--- config.mk ---
export PLATFORM = sky130hd
export DESIGN_NAME = lut_mult_scheduler_flat
export DESIGN_NICKNAME = d
export VERILOG_FILES = /design/src/rtl/lut_mult_scheduler_if.sv /design/src/rtl/lut_mult_scheduler.sv /design/src/flat_wrapper.sv
export SDC_FILE = /design/constraint.sdc
export NUM_CORES = 1
export LEC_CHECK = 0
export CAP_MARGIN = 20
export CELL_PAD_IN_SITES_DETAIL_PLACEMENT = 0
export CELL_PAD_IN_SITES_GLOBAL_PLACEMENT = 1
export CORE_UTILIZATION = 42
export DETAILED_ROUTE_END_ITERATION = 8
export GPL_TIMING_DRIVEN = 0
export MAX_ROUTING_LAYER = met4
export PLACE_DENSITY = 0.77
export SLEW_MARGIN = 20
export SYNTH_ARGS = -nofsm -noshare
export SYNTH_HDL_FRONTEND = slang
export SYNTH_SLANG_ARGS = --single-unit
--- constraint.sdc ---
create_clock -name clk -period 6.4 [get_ports clk]
set_input_delay 0.96 -clock clk [delete_from_list [all_inputs] [get_ports clk]]
set_output_delay 0.96 -clock clk [all_outputs]
set_load 0.005 [all_outputs]
--- src/rtl/lut_mult_scheduler_if.sv ---
// Handshake bundle between two multiply requesters and the shared scheduler.
interface lut_mult_scheduler_if #(
  parameter int SIZE = 8
);
  logic              req0;
  logic [SIZE-1:0]   a0;
  logic [7:0]        b0;
  logic              req1;
  logic [SIZE-1:0]   a1;
  logic [7:0]        b1;
  logic [1:0]        gnt;
  logic              busy;
  logic              done;
  logic              done_id;
  logic [2*SIZE-1:0] result;

  modport master (
    output req0, a0, b0, req1, a1, b1,
    input  gnt, busy, done, done_id, result
  );

  modport slave (
    input  req0, a0, b0, req1, a1, b1,
    output gnt, busy, done, done_id, result
  );
endinterface

--- src/rtl/lut_mult_scheduler.sv ---
// Round-robin scheduler time-sharing one SIZE x 4 multiplier between two
// requesters; 8-bit B is consumed low nibble first, then high nibble.
module lut_multiplier_4b #(
  parameter int SIZE = 8
) (
  input  logic              reset,
  input  logic [SIZE-1:0]   a,
  input  logic [3:0]        b,
  output logic [SIZE+3:0]   product
);
  localparam int N = (SIZE + 3) / 4;
  localparam int P = SIZE + 4;

  logic [4*N-1:0] a_pad;
  logic [7:0]     pp [N];
  logic [P-1:0]   sum;

  always_comb begin
    a_pad = '0;
    a_pad[SIZE-1:0] = a;
  end

  // Each A nibble times B is one 4x4 table entry
  for (genvar i = 0; i < N; i++) begin : g_pp
    assign pp[i] = {4'b0, a_pad[4*i +: 4]} * {4'b0, b};
  end

  always_comb begin
    sum = '0;
    for (int i = 0; i < N; i++)
      sum = sum + (P'(pp[i]) << (4 * i));
  end

  assign product = reset ? '0 : sum;
endmodule

module lut_mult_scheduler #(
  parameter int SIZE = 8
) (
  input  logic clk,
  input  logic reset,
  lut_mult_scheduler_if.slave bus
);
  localparam int W = 2 * SIZE;

  typedef enum logic [1:0] {
    S_IDLE,
    S_LOW,
    S_HIGH,
    S_DONE
  } state_t;

  state_t          state;
  state_t          state_nx;
  logic            any_req;
  logic            win;
  logic            prio;
  logic            id;
  logic [SIZE-1:0] a_reg;
  logic [7:0]      b_reg;
  logic [3:0]      mult_b;
  logic [SIZE+3:0] product;
  logic [W-1:0]    acc;
  logic [1:0]      gnt;
  logic            busy;
  logic            done;
  logic            done_id;
  logic [W-1:0]    result;

  assign any_req = bus.req0 | bus.req1;
  // prio names the requester that wins a tie
  assign win = (bus.req0 & bus.req1) ? prio : bus.req1;

  lut_multiplier_4b #(.SIZE(SIZE)) u_mult (
    .reset   (reset),
    .a       (a_reg),
    .b       (mult_b),
    .product (product)
  );

  always_ff @(posedge clk or posedge reset) begin
    if (reset) state <= S_IDLE;
    else       state <= state_nx;
  end

  always_comb begin
    state_nx = state;
    unique case (state)
      S_IDLE: if (any_req) state_nx = S_LOW;
      S_LOW:  state_nx = S_HIGH;
      S_HIGH: state_nx = S_DONE;
      S_DONE: state_nx = S_IDLE;
      default: state_nx = S_IDLE;
    endcase
  end

  always_comb begin
    mult_b = 4'h0;
    unique case (state)
      S_LOW:  mult_b = b_reg[3:0];
      S_HIGH: mult_b = b_reg[7:4];
      default: mult_b = 4'h0;
    endcase
  end

  always_ff @(posedge clk or posedge reset) begin
    if (reset) begin
      a_reg   <= '0;
      b_reg   <= '0;
      id      <= 1'b0;
      prio    <= 1'b0;
      acc     <= '0;
      gnt     <= 2'b00;
      busy    <= 1'b0;
      done    <= 1'b0;
      done_id <= 1'b0;
      result  <= '0;
    end else begin
      done <= 1'b0;
      unique case (state)
        S_IDLE: begin
          if (any_req) begin
            a_reg <= win ? bus.a1 : bus.a0;
            b_reg <= win ? bus.b1 : bus.b0;
            id    <= win;
            prio  <= ~win;
            gnt   <= win ? 2'b10 : 2'b01;
            busy  <= 1'b1;
          end
        end
        S_LOW: acc <= W'(product);
        S_HIGH: begin
          result  <= acc + (W'(product) << 4);
          done    <= 1'b1;
          done_id <= id;
        end
        S_DONE: begin
          gnt  <= 2'b00;
          busy <= 1'b0;
        end
        default: ;
      endcase
    end
  end

  assign bus.gnt     = gnt;
  assign bus.busy    = busy;
  assign bus.done    = done;
  assign bus.done_id = done_id;
  assign bus.result  = result;
endmodule

--- src/flat_wrapper.sv ---
// flat-port wrapper written by rule: the top's interface ports become plain ports
module lut_mult_scheduler_flat 
#(
  parameter int SIZE = 8
)
  (clk, reset, bus_req0, bus_a0, bus_b0, bus_req1, bus_a1, bus_b1, bus_gnt, bus_busy, bus_done, bus_done_id, bus_result);
  lut_mult_scheduler_if #(.SIZE(SIZE)) bus_i ();
  input  logic clk;
  input  logic reset;
  input wire logic [$bits(bus_i.req0)-1:0] bus_req0;
  input wire logic [$bits(bus_i.a0)-1:0] bus_a0;
  input wire logic [$bits(bus_i.b0)-1:0] bus_b0;
  input wire logic [$bits(bus_i.req1)-1:0] bus_req1;
  input wire logic [$bits(bus_i.a1)-1:0] bus_a1;
  input wire logic [$bits(bus_i.b1)-1:0] bus_b1;
  output wire logic [$bits(bus_i.gnt)-1:0] bus_gnt;
  output wire logic [$bits(bus_i.busy)-1:0] bus_busy;
  output wire logic [$bits(bus_i.done)-1:0] bus_done;
  output wire logic [$bits(bus_i.done_id)-1:0] bus_done_id;
  output wire logic [$bits(bus_i.result)-1:0] bus_result;
  assign bus_i.req0 = bus_req0;
  assign bus_i.a0 = bus_a0;
  assign bus_i.b0 = bus_b0;
  assign bus_i.req1 = bus_req1;
  assign bus_i.a1 = bus_a1;
  assign bus_i.b1 = bus_b1;
  assign bus_gnt = bus_i.gnt;
  assign bus_busy = bus_i.busy;
  assign bus_done = bus_i.done;
  assign bus_done_id = bus_i.done_id;
  assign bus_result = bus_i.result;
  lut_mult_scheduler #(.SIZE(SIZE)) u_core (.clk(clk), .reset(reset), .bus(bus_i));
endmodule
==> results of run 1 <==
## layer usage
layer / up-vias / share of wire [%]
met4: 0 / 0.24
met2: 53 / 50
met1: 1319 / 47
met5: - / 0
met3: 2 / 3.0
li1: 1468 / -
## timing repair
| action | in CTS | in global routing |
|---|---|---|
| buffers inserted | 0 | 0 |
| gates resized for setup | 0 | 3 |
| setup endpoints to repair | 0 | 1 |
## power by group through the flow
stage                     combinational [mW]  clock (mW)  sequential, mW
after global routing                   0.977       0.255           0.562
after detailed placement               0.852           0           0.553
after floorplan                        0.592           0           0.536
after CTS                              0.861       0.243           0.546
after global placement                 0.836           0           0.549
final                                  0.850       0.236           0.543
## kinds of logic after synthesis
group / Yosys count
and+or+nand+nor: 107
AOI/OAI and AO/OA: 83
adders and majority gates: 53
DFF: 53
buffers and inverters: 48
muxes: 38
xor gates and xnor gates: 12
## worst register-to-register path: cells and delay by family (launching register included)
kind	cells	cell delay, ps
adder cells (fa/ha/maj)	7	2730
buffers and inverters	5	680
flip-flops	1	410
AO/OA/AOI/OAI	9	1490
AND/OR/NAND/NOR	3	520
## worst max-delay path by stage
| stage | cells past startpoint | slack, ps | to |
|---|---|---|---|
| global route | 24 | 80 | u_core.bus.result[15] |
| floorplan | 24 | 1010 | u_core.bus.result[15] |
| global placement | 24 | 280 | u_core.bus.result[15] |
| detailed placement | 24 | 340 | u_core.bus.result[15] |
| finish | 24 | 500 | u_core.bus.result[15] |
| CTS | 24 | 300 | u_core.bus.result[15] |
## placed cells by master, fill, tap and decap left out, types with 4 or more instances in the layout
cell / synthesis / routed
sky130_fd_sc_hd__inv_1: 37 / 36
sky130_fd_sc_hd__o21ai_0: 19 / 19
sky130_fd_sc_hd__clkdlybuf4s50_1: 0 / 55
sky130_fd_sc_hd__o21ai_1: 19 / 19
sky130_fd_sc_hd__dfrtp_1: 53 / 53
sky130_fd_sc_hd__a21oi_1: 13 / 13
sky130_fd_sc_hd__a22oi_1: 4 / 4
sky130_fd_sc_hd__and2_1: 18 / 18
sky130_fd_sc_hd__nor2b_1: 10 / 7
sky130_fd_sc_hd__nor2_1: 23 / 23
sky130_fd_sc_hd__clkbuf_1: 6 / 6
sky130_fd_sc_hd__mux2i_1: 18 / 18
sky130_fd_sc_hd__fa_1: 12 / 12
sky130_fd_sc_hd__xnor2_1: 7 / 7
sky130_fd_sc_hd__ha_1: 41 / 41
sky130_fd_sc_hd__xor2_1: 5 / 5
sky130_fd_sc_hd__clkbuf_8: 0 / 6
sky130_fd_sc_hd__nand2b_1: 4 / 4
sky130_fd_sc_hd__nand2_1: 43 / 43
sky130_fd_sc_hd__mux2_2: 16 / 16
sky130_fd_sc_hd__mux2_1: 4 / 4
## layout make-up
type / count / area [um2] / share of cell area (%)
Multi-Input combinational cell: 293 / 2288 / 49.70
Sequential cell: 53 / 1326 / 28.80
Timing Repair Buffer: 55 / 550.5 / 11.96
Inverter: 38 / 145.1 / 3.152
Tap cell: 108 / 135.1 / 2.935
Clock buffer: 6 / 82.58 / 1.793
Buffer: 10 / 38.79 / 0.8424
Clock inverter: 2 / 37.54 / 0.8152
## stage by stage
step | utilization [%] | hold slack, ps | setup WS (ps) | std cells | total power, mW
final | 52.80 | 487.8 | 502.4 | 565 | 1.629
after global routing | 52.80 | 513.9 | 83.86 | 565 | 1.794
after CTS | 52.71 | 493.7 | 302.2 | 565 | 1.650
after detailed placement | 51.33 | 472.5 | 335.2 | 557 | 1.405
after global placement | 51.31 | 462.7 | 280.3 | 557 | 1.385
after floorplan | - | 450.5 | 1010 | 394 | 1.128
==> impl_results.html, run 1 <==
<table>
<tr><th>Metric</th><th>Value</th></tr>
<tr><th colspan="2">Global routing</th></tr>
<tr><td>Via count of the first global-routing pass</td><td>2,843</td></tr>
<tr><td>Tot GR Track Use</td><td>16.05%</td></tr>
<tr><td>Routing layer with the top usage in global route</td><td>met2</td></tr>
<tr><td>GRT met1 Usage</td><td>18.83%</td></tr>
<tr><td>Routing usage on met3</td><td>2.457%</td></tr>
<tr><td>GRT Residual Overflow</td><td>0</td></tr>
<tr><td>GR Util met2</td><td>29.41%</td></tr>
<tr><td>Global-route wire length before repair</td><td>12.32 mm</td></tr>
<tr><td>Antenna violations before repair</td><td>0</td></tr>
<tr><td>Pin count of the biggest net entering global routing</td><td>59</td></tr>
<tr><th colspan="2">Clock network</th></tr>
<tr><td>Deepest level of the CTS H-tree</td><td>2</td></tr>
<tr><td>Root buffer cell</td><td>sky130_fd_sc_hd__clkbuf_8</td></tr>
<tr><td>Number of buffers added by the clock tree synthesis step</td><td>5</td></tr>
<tr><td>Clock tree sinks</td><td>53</td></tr>
<tr><td>CTS clock-pin slew for the worst setup and hold paths</td><td>100 ps</td></tr>
<tr><td>Buffer depth of the longest clock path</td><td>2</td></tr>
<tr><td>Source-to-sink clock delay at the later pin of the worst-skew pair</td><td>300 ps</td></tr>
<tr><td>Cts-stage hold buffer count</td><td>0</td></tr>
<tr><td>Clock tree from TritonCTS</td><td>yes</td></tr>
<tr><th colspan="2">Setup path</th></tr>
<tr><td>Endpoint of the most critical register-to-register path</td><td>u_core.bus.result[15]</td></tr>
<tr><td>Required time worst endpoint</td><td>6620 ps</td></tr>
<tr><td>Maximum net fanout on the critical path</td><td>9</td></tr>
<tr><td>Worst R2R Setup Slack</td><td>500 ps</td></tr>
<tr><td>Cells along the critical path</td><td>inv_1 -&gt; ha_1 -&gt; clkbuf_1 -&gt; a22oi_1 -&gt; nor2b_2 -&gt; nand2_1 -&gt; fa_1 -&gt; inv_1 -&gt; fa_1 -&gt; inv_1 -&gt; fa_1 -&gt; inv_1 -&gt; ha_1 -&gt; ha_1 -&gt; o21a_1 -&gt; o31ai_1 -&gt; nand2_1 -&gt; a21oi_1 -&gt; ha_1 -&gt; o21a_1 -&gt; a21oi_2 -&gt; o21ba_1 -&gt; a211o_1 -&gt; a31oi_1</td></tr>
<tr><td>Startpoint of the worst setup timing path</td><td>u_core.state[1]</td></tr>
<tr><td>Category of the worst setup path launch point</td><td>flip-flop</td></tr>
<tr><td>Dominant delay contributor by cell family on the critical path</td><td>adder cells</td></tr>
<tr><td>Path depth of the worst reg2reg path</td><td>24</td></tr>
<tr><td>Worst path arrival time</td><td>6120 ps</td></tr>
<tr><td>Peak per-stage delay on the critical path</td><td>550 ps</td></tr>
<tr><td>Launch instance of the worst register-to-register path</td><td>u_core.state[1]</td></tr>
<tr><td>Start-to-end type of the worst setup path</td><td>reg2reg</td></tr>
<tr><td>Buffers and inverters on the worst path</td><td>5</td></tr>
<tr><td>Critical Path Slowest Stage Cell</td><td>sky130_fd_sc_hd__fa_1</td></tr>
<tr><td>Critical path capture point type</td><td>flip-flop</td></tr>
<tr><th colspan="2">Yosys</th></tr>
<tr><td>Total of flip-flops plus latches after synthesis</td><td>53</td></tr>
<tr><td>Share of synthesized area spent on multiplexers</td><td>10.70%</td></tr>
<tr><td>Synth top area cells</td><td>sky130_fd_sc_hd__dfrtp_1 35%, sky130_fd_sc_hd__ha_1 14%, sky130_fd_sc_hd__fa_1 6.3%</td></tr>
<tr><td>List of most frequent post-synthesis cells</td><td>53 x sky130_fd_sc_hd__dfrtp_1, 43 x sky130_fd_sc_hd__nand2_1, 41 x sky130_fd_sc_hd__ha_1, 37 x sky130_fd_sc_hd__inv_1, 23 x sky130_fd_sc_hd__nor2_1</td></tr>
<tr><td>Largest family of logic cells by synthesized area</td><td>adder cells</td></tr>
<tr><td>Parity-gate share of the synthesized area counting xor and xnor cells</td><td>2.774%</td></tr>
<tr><td>Cell variety after synth</td><td>44</td></tr>
<tr><td>Count of synthesis-stage warnings from yosys</td><td>0</td></tr>
<tr><td>Post-Syn Area</td><td>3789 um2</td></tr>
<tr><td>Main synth FF type</td><td>sky130_fd_sc_hd__dfrtp_1</td></tr>
<tr><td>Fraction of the mapped netlist area in compound gates</td><td>13.61%</td></tr>
<tr><td>Share of the synthesized area in the top cell type</td><td>35.01%</td></tr>
<tr><td>Sequential fraction of the synthesis area</td><td>35.01%</td></tr>
<tr><td>Number of nets produced by synthesis</td><td>483</td></tr>
<tr><td>Instance count of the mapped netlist</td><td>394</td></tr>
<tr><td>Cell type with the largest total area after synthesis</td><td>sky130_fd_sc_hd__dfrtp_1</td></tr>
<tr><td>Share of synthesized flip-flops with an asynchronous set or reset</td><td>100.0%</td></tr>
<tr><td>Count of flip-flops with a built-in enable after synthesis</td><td>0</td></tr>
<tr><td>Average cell area after synthesis</td><td>9.616 um2</td></tr>
<tr><td>Adder-cell share of the synthesized area</td><td>19.88%</td></tr>
<tr><td>Most common cell in the synthesized netlist</td><td>sky130_fd_sc_hd__dfrtp_1</td></tr>
<tr><td>Area fraction in and, or, nand and nor cells after synthesis</td><td>13.24%</td></tr>
<tr><th colspan="2">Final layout</th></tr>
<tr><td>Post-synthesis to final-layout area growth</td><td>21.53%</td></tr>
<tr><td>Top Registers</td><td>u_core.bus.result: 16 flops, u_core.acc: 12 flops</td></tr>
<tr><td>Flip-flop count of the largest register, all copies and words added</td><td>16</td></tr>
<tr><td>Register with the highest flop count</td><td>u_core.bus.result</td></tr>
<tr><td>Antenna diode instance count</td><td>0</td></tr>
<tr><td>Number of nets in the finished design</td><td>545</td></tr>
<tr><td>Area of all placed cells without fillers</td><td>4604 um2</td></tr>
<tr><td>Number of filler instances in the final layout</td><td>829</td></tr>
<tr><td>Layout cell share with drive strength beyond 1</td><td>7.659%</td></tr>
<tr><th colspan="2">STA</th></tr>
<tr><td>Worst-case headroom to the max-slew limit</td><td>54.15%</td></tr>
<tr><td>Final cycle utilization of the critical path</td><td>92.15%</td></tr>
<tr><td>Minimum clock period</td><td>5898 ps</td></tr>
<tr><td>Final hold vios</td><td>0</td></tr>
<tr><td>Clock tree skew after final layout</td><td>13.87 ps</td></tr>
<tr><td>Max-slew violation count</td><td>0</td></tr>
<tr><td>Unrepaired setup endpoints after global routing</td><td>no</td></tr>
<tr><td>Aggregate negative setup slack</td><td>0 ps</td></tr>
<tr><td>Final setup fails</td><td>0</td></tr>
<tr><td>Transition time at the pin with the least slew margin</td><td>687.8 ps</td></tr>
<tr><td>Fmax</td><td>0.1696 GHz</td></tr>
<tr><th colspan="2">Die</th></tr>
<tr><td>Effective utilization at floorplan</td><td>43.44%</td></tr>
<tr><td>Number of placement rows</td><td>34</td></tr>
<tr><td>Die X-Extent</td><td>96.98 um</td></tr>
<tr><td>Count of boundary I/O pins</td><td>57</td></tr>
<tr><td>Placeable core region</td><td>8721 um2</td></tr>
<tr><td>Die height</td><td>96.98 um</td></tr>
<tr><td>Overall die area</td><td>9404 um2</td></tr>
<tr><th colspan="2">Detailed routing</th></tr>
<tr><td>Iter 0 DRT Violations</td><td>48</td></tr>
<tr><td>Post-route ant nets</td><td>0</td></tr>
<tr><td># DRC</td><td>0</td></tr>
<tr><td>Average wire per standard cell</td><td>12.39 um</td></tr>
<tr><td>Number of detailed-routing iterations run before antenna repair</td><td>4</td></tr>
<tr><td>Vias post-DR</td><td>2,842</td></tr>
<tr><td>DRT Wirelength</td><td>7.001 mm</td></tr>
<tr><td>Via-per-instance ratio</td><td>5.030</td></tr>
<tr><th colspan="2">Power and ir drop</th></tr>
<tr><td>Internal power</td><td>994.0 uW</td></tr>
<tr><td>Power share of the combinational group</td><td>52.2%</td></tr>
<tr><td>Clock share of power</td><td>14.5%</td></tr>
<tr><td>Worst voltage drop across the vdd grid</td><td>155.8 uV</td></tr>
<tr><td>Switching part of the total power</td><td>38.97%</td></tr>
<tr><td>Psw</td><td>634.8 uW</td></tr>
<tr><td>Sequential share of power</td><td>33.3%</td></tr>
<tr><td>Areal power density over the cells</td><td>353.7 nW/um2</td></tr>
<tr><td>Pleak</td><td>2.280 nW</td></tr>
<tr><th colspan="2">Hold path</th></tr>
<tr><td>Hold EP</td><td>u_core.b_reg[0]</td></tr>
<tr><td>Worst hold stages</td><td>2</td></tr>
<tr><td>Hold Startpoint</td><td>u_core.b_reg[0]</td></tr>
<tr><td>Path category of the worst min-delay check</td><td>reg2reg</td></tr>
<tr><th colspan="2">Outcome</th></tr>
<tr><td>Result of the run</td><td>finished, final reports clean</td></tr>
<tr><th colspan="2">Placed design</th></tr>
<tr><td>DP Wirelength</td><td>5.795 mm</td></tr>
<tr><td>Cell area after placement</td><td>4477 um2</td></tr>
<tr><td>Total of buffers placed on input and output ports</td><td>55</td></tr>
<tr><td>Placer Congestion</td><td>0.7554</td></tr>
<tr><th colspan="2">Job</th></tr>
<tr><td>Number of maximum-capacitance constraint violations</td><td>0</td></tr>
</table>
No activity file was read; power rests on OpenSTA's default activity.
==> run 2: changes to the inputs <==
--- a/config.mk
+++ b/config.mk
@@ -8,12 +8,12 @@
 export CAP_MARGIN = 20
 export CELL_PAD_IN_SITES_DETAIL_PLACEMENT = 0
 export CELL_PAD_IN_SITES_GLOBAL_PLACEMENT = 1
+export CORE_MARGIN = 2
 export CORE_UTILIZATION = 42
 export DETAILED_ROUTE_END_ITERATION = 8
 export GPL_TIMING_DRIVEN = 0
 export MAX_ROUTING_LAYER = met4
-export PLACE_DENSITY = 0.77
-export SLEW_MARGIN = 20
+export PLACE_DENSITY = 0.81
 export SYNTH_ARGS = -nofsm -noshare
 export SYNTH_HDL_FRONTEND = slang
 export SYNTH_SLANG_ARGS = --single-unit
==> impl_results.html, run 2 (synthesis results as in run 1) <==
<table>
<tr><th>Metric</th><th>Value</th></tr>
<tr><th colspan="2">Hold path</th></tr>
<tr><td>Hold EP</td><td>u_core.b_reg[0] (unchanged)</td></tr>
<tr><td>Path category of the worst min-delay check</td><td>reg2reg (unchanged)</td></tr>
<tr><td>Hold Startpoint</td><td>u_core.b_reg[0] (unchanged)</td></tr>
<tr><td>Worst hold stages</td><td>2 (unchanged)</td></tr>
<tr><th colspan="2">Setup path</th></tr>
<tr><td>Category of the worst setup path launch point</td><td>flip-flop (unchanged)</td></tr>
<tr><td>Path depth of the worst reg2reg path</td><td>24 (unchanged)</td></tr>
<tr><td>Worst path arrival time</td><td>6150 ps (was 6120 ps)</td></tr>
<tr><td>Dominant delay contributor by cell family on the critical path</td><td>adder cells (unchanged)</td></tr>
<tr><td>Cells along the critical path</td><td>inv_1 -&gt; ha_1 -&gt; clkbuf_1 -&gt; a22oi_1 -&gt; nor2b_2 -&gt; nand2_1 -&gt; fa_1 -&gt; inv_1 -&gt; fa_1 -&gt; inv_1 -&gt; fa_1 -&gt; inv_1 -&gt; ha_1 -&gt; ha_1 -&gt; o21a_1 -&gt; o31ai_1 -&gt; nand2_1 -&gt; a21oi_1 -&gt; ha_1 -&gt; o21a_1 -&gt; a21oi_2 -&gt; o21ba_1 -&gt; a211o_1 -&gt; a31oi_1 (unchanged)</td></tr>
<tr><td>Critical path capture point type</td><td>flip-flop (unchanged)</td></tr>
<tr><td>Worst R2R Setup Slack</td><td>470 ps (was 500 ps)</td></tr>
<tr><td>Buffers and inverters on the worst path</td><td>5 (unchanged)</td></tr>
<tr><td>Launch instance of the worst register-to-register path</td><td>u_core.state[1] (unchanged)</td></tr>
<tr><td>Maximum net fanout on the critical path</td><td>9 (unchanged)</td></tr>
<tr><td>Critical Path Slowest Stage Cell</td><td>sky130_fd_sc_hd__fa_1 (unchanged)</td></tr>
<tr><td>Start-to-end type of the worst setup path</td><td>reg2reg (unchanged)</td></tr>
<tr><td>Peak per-stage delay on the critical path</td><td>560 ps (was 550 ps)</td></tr>
<tr><td>Required time worst endpoint</td><td>6630 ps (was 6620 ps)</td></tr>
<tr><td>Endpoint of the most critical register-to-register path</td><td>u_core.bus.result[15] (unchanged)</td></tr>
<tr><th colspan="2">Clock network</th></tr>
<tr><td>Clock tree sinks</td><td>53 (unchanged)</td></tr>
<tr><td>Clock tree from TritonCTS</td><td>yes (unchanged)</td></tr>
<tr><td>Source-to-sink clock delay at the later pin of the worst-skew pair</td><td>310 ps (was 300 ps)</td></tr>
<tr><td>Buffer depth of the longest clock path</td><td>2 (unchanged)</td></tr>
<tr><td>Number of buffers added by the clock tree synthesis step</td><td>5 (unchanged)</td></tr>
<tr><td>Deepest level of the CTS H-tree</td><td>2 (unchanged)</td></tr>
<tr><td>Root buffer cell</td><td>sky130_fd_sc_hd__clkbuf_8 (unchanged)</td></tr>
<tr><td>CTS clock-pin slew for the worst setup and hold paths</td><td>100 ps (about the same)</td></tr>
<tr><th colspan="2">Die</th></tr>
<tr><td>Overall die area</td><td>9796 um2 (was 9404 um2)</td></tr>
<tr><td>Placeable core region</td><td>8721 um2 (unchanged)</td></tr>
<tr><td>Die X-Extent</td><td>98.98 um (was 96.98 um)</td></tr>
<tr><td>Die height</td><td>98.98 um (was 96.98 um)</td></tr>
<tr><td>Number of placement rows</td><td>34 (unchanged)</td></tr>
<tr><td>Effective utilization at floorplan</td><td>43.44% (unchanged)</td></tr>
<tr><td>Count of boundary I/O pins</td><td>57 (unchanged)</td></tr>
<tr><th colspan="2">Final layout</th></tr>
<tr><td>Antenna diode instance count</td><td>0 (unchanged)</td></tr>
<tr><td>Top Registers</td><td>u_core.bus.result: 16 flops, u_core.acc: 12 flops (unchanged)</td></tr>
<tr><td>Most common cell after layout, fill and taps aside</td><td>sky130_fd_sc_hd__clkdlybuf4s50_1 (unchanged)</td></tr>
<tr><td>Utilization after layout</td><td>52.63% (was 52.80%)</td></tr>
<tr><td>Flip-flop count of the largest register, all copies and words added</td><td>16 (unchanged)</td></tr>
<tr><td>Commonest cells after routing, fill and taps aside</td><td>55 x sky130_fd_sc_hd__clkdlybuf4s50_1, 53 x sky130_fd_sc_hd__dfrtp_1, 43 x sky130_fd_sc_hd__nand2_1 (unchanged)</td></tr>
<tr><td>Layout cell share with drive strength beyond 1</td><td>7.642% (was 7.659%)</td></tr>
<tr><td>Post-synthesis to final-layout area growth</td><td>21.14% (was 21.53%)</td></tr>
<tr><td>Number of standard cells in the layout, taps in and fillers out</td><td>566 (was 565)</td></tr>
<tr><td>Register with the highest flop count</td><td>u_core.bus.result (unchanged)</td></tr>
<tr><td>Number of nets in the finished design</td><td>546 (was 545)</td></tr>
<tr><th colspan="2">Global routing</th></tr>
<tr><td>Antenna violations before repair</td><td>0 (unchanged)</td></tr>
<tr><td>Tot GR Track Use</td><td>15.38% (was 16.05%)</td></tr>
<tr><td>Via count of the first global-routing pass</td><td>2,788 (was 2,843)</td></tr>
<tr><td>Global-route wire length before repair</td><td>12.24 mm (was 12.32 mm)</td></tr>
<tr><td>Pin count of the biggest net entering global routing</td><td>41 (was 59)</td></tr>
<tr><td>GRT Residual Overflow</td><td>0 (unchanged)</td></tr>
<tr><th colspan="2">Placed design</th></tr>
<tr><td>Placer Congestion</td><td>0.7741 (was 0.7554)</td></tr>
<tr><td>Number of placed instances with taps included</td><td>558 (was 557)</td></tr>
<tr><td>Total of buffers placed on input and output ports</td><td>55 (unchanged)</td></tr>
<tr><td>DP Wirelength</td><td>5.957 mm (was 5.795 mm)</td></tr>
<tr><th colspan="2">STA</th></tr>
<tr><td>Transition time at the pin with the least slew margin</td><td>614.9 ps (was 687.8 ps)</td></tr>
<tr><td>Worst-case headroom to the max-slew limit</td><td>59.00% (was 54.15%)</td></tr>
<tr><td>Unrepaired setup endpoints after global routing</td><td>no (unchanged)</td></tr>
<tr><td>Aggregate negative setup slack</td><td>0 ps (unchanged)</td></tr>
<tr><td>Final cycle utilization of the critical path</td><td>92.60% (was 92.15%)</td></tr>
<tr><td>Final setup fails</td><td>0 (unchanged)</td></tr>
<tr><td>Minimum clock period</td><td>5926 ps (was 5898 ps)</td></tr>
<tr><td>Final hold vios</td><td>0 (unchanged)</td></tr>
<tr><td>Max-slew violation count</td><td>0 (unchanged)</td></tr>
<tr><td>Fmax</td><td>0.1687 GHz (was 0.1696 GHz)</td></tr>
<tr><td>Clock tree skew after final layout</td><td>12.07 ps (was 13.87 ps)</td></tr>
<tr><th colspan="2">Power and ir drop</th></tr>
<tr><td>Pleak</td><td>2.270 nW (was 2.280 nW)</td></tr>
<tr><td>Areal power density over the cells</td><td>344.5 nW/um2 (was 353.7 nW/um2)</td></tr>
<tr><td>Worst voltage drop across the vdd grid</td><td>142.4 uV (was 155.8 uV)</td></tr>
<tr><th colspan="2">Detailed routing</th></tr>
<tr><td>Number of detailed-routing iterations run before antenna repair</td><td>4 (unchanged)</td></tr>
<tr><td>Iter 0 DRT Violations</td><td>35 (was 48)</td></tr>
<tr><td>Vias post-DR</td><td>2,837 (was 2,842)</td></tr>
<tr><td>Post-route ant nets</td><td>0 (unchanged)</td></tr>
<tr><td>Average wire per standard cell</td><td>12.53 um (was 12.39 um)</td></tr>
<tr><td>DRT Wirelength</td><td>7.090 mm (was 7.001 mm)</td></tr>
<tr><td># DRC</td><td>0 (unchanged)</td></tr>
<tr><td>Via-per-instance ratio</td><td>5.012 (was 5.030)</td></tr>
<tr><th colspan="2">Job</th></tr>
<tr><td>Number of maximum-capacitance constraint violations</td><td>0 (unchanged)</td></tr>
<tr><th colspan="2">Outcome</th></tr>
<tr><td>Result of the run</td><td>finished, final reports clean (unchanged)</td></tr>
</table>
[run 2: changes by cell type in the layout (fill, tap and decap cells not counted)]
cell | before | now
sky130_fd_sc_hd__buf_12 | 0 | 1
sky130_fd_sc_hd__bufinv_16 | 1 | 0
sky130_fd_sc_hd__clkbuf_1 | 6 | 7
sky130_fd_sc_hd__clkbuf_8 | 6 | 5
sky130_fd_sc_hd__clkinvlp_4 | 1 | 2
sky130_fd_sc_hd__inv_2 | 1 | 2
sky130_fd_sc_hd__inv_4 | 1 | 0
[run 2: repair_timing]
item,CTS,global route
resized for setup,0,3
hold buffers,0,0
endpoints found under the hold margin,0,0
buffers inserted,0,0
setup endpoints to repair,0,2
[run 2: worst max-delay path by stage]
stage | slack, ps | depth (start not counted) | start | to
after floorplan | 1010 | 24 | u_core.state[1] | u_core.bus.result[15]
after global placement | 310 | 24 | u_core.state[1] | u_core.bus.result[15]
after detailed placement | 270 | 24 | u_core.state[1] | u_core.bus.result[15]
after CTS | 270 | 24 | u_core.state[1] | u_core.bus.result[15]
after global routing | 90 | 24 | u_core.state[1] | u_core.bus.result[15]
final | 470 | 24 | u_core.state[1] | u_core.bus.result[15]
[run 2: stage by stage]
step / worst slack [ps] / hold WS (ps) / power [mW] / cell area [um2]
2_1_floorplan: 1010 / 450.5 / 1.128 / 3789
3_3_place_gp: 309.1 / 463.4 / 1.384 / 4474
3_5_place_dp: 274.0 / 474.0 / 1.408 / 4494
4_1_cts: 269.1 / 496.6 / 1.603 / 4582
5_1_grt: 89.45 / 528.0 / 1.744 / 4589
6_report: 473.6 / 492.5 / 1.581 / 4589
[run 2: layer usage]
layer | vias up | global-route usage (%) | wire (um)
met5 | - | - | 0
met1 | 1320 | 18.39 | 3216
met2 | 52 | 27.81 | 3590
met3 | 6 | 2.340 | 245
li1 | 1459 | - | -
met4 | 0 | 2.529 | 38
[run 2: tightest hold or removal path, delay by kind of cell, from the launching register on]
| family | cells | cell delay (ps) |
|---|---|---|
| compound gates | 1 | 60 |
| flops | 1 | 360 |
| simple gates | 1 | 50 |
[run 2: area by class of cell]
cell class                 instances  area [um2]
buffer                            10       38.79
clock inverter                     2       15.01
fill                             830        4131
multi-input combinational        293        2288
inverter                          38       142.6
clock buffer                       6       72.57
timing repair buffer              56       570.5
tap                              108       135.1
sequential                        53        1326
[run 2: report_power, final]
group	internal (mW)	total, mW	leakage, nW	switching [mW]
Combinational	0.405	0.851	1.54	0.446
Clock	0.0773	0.185	0.0374	0.108
Sequential	0.463	0.545	0.688	0.0823
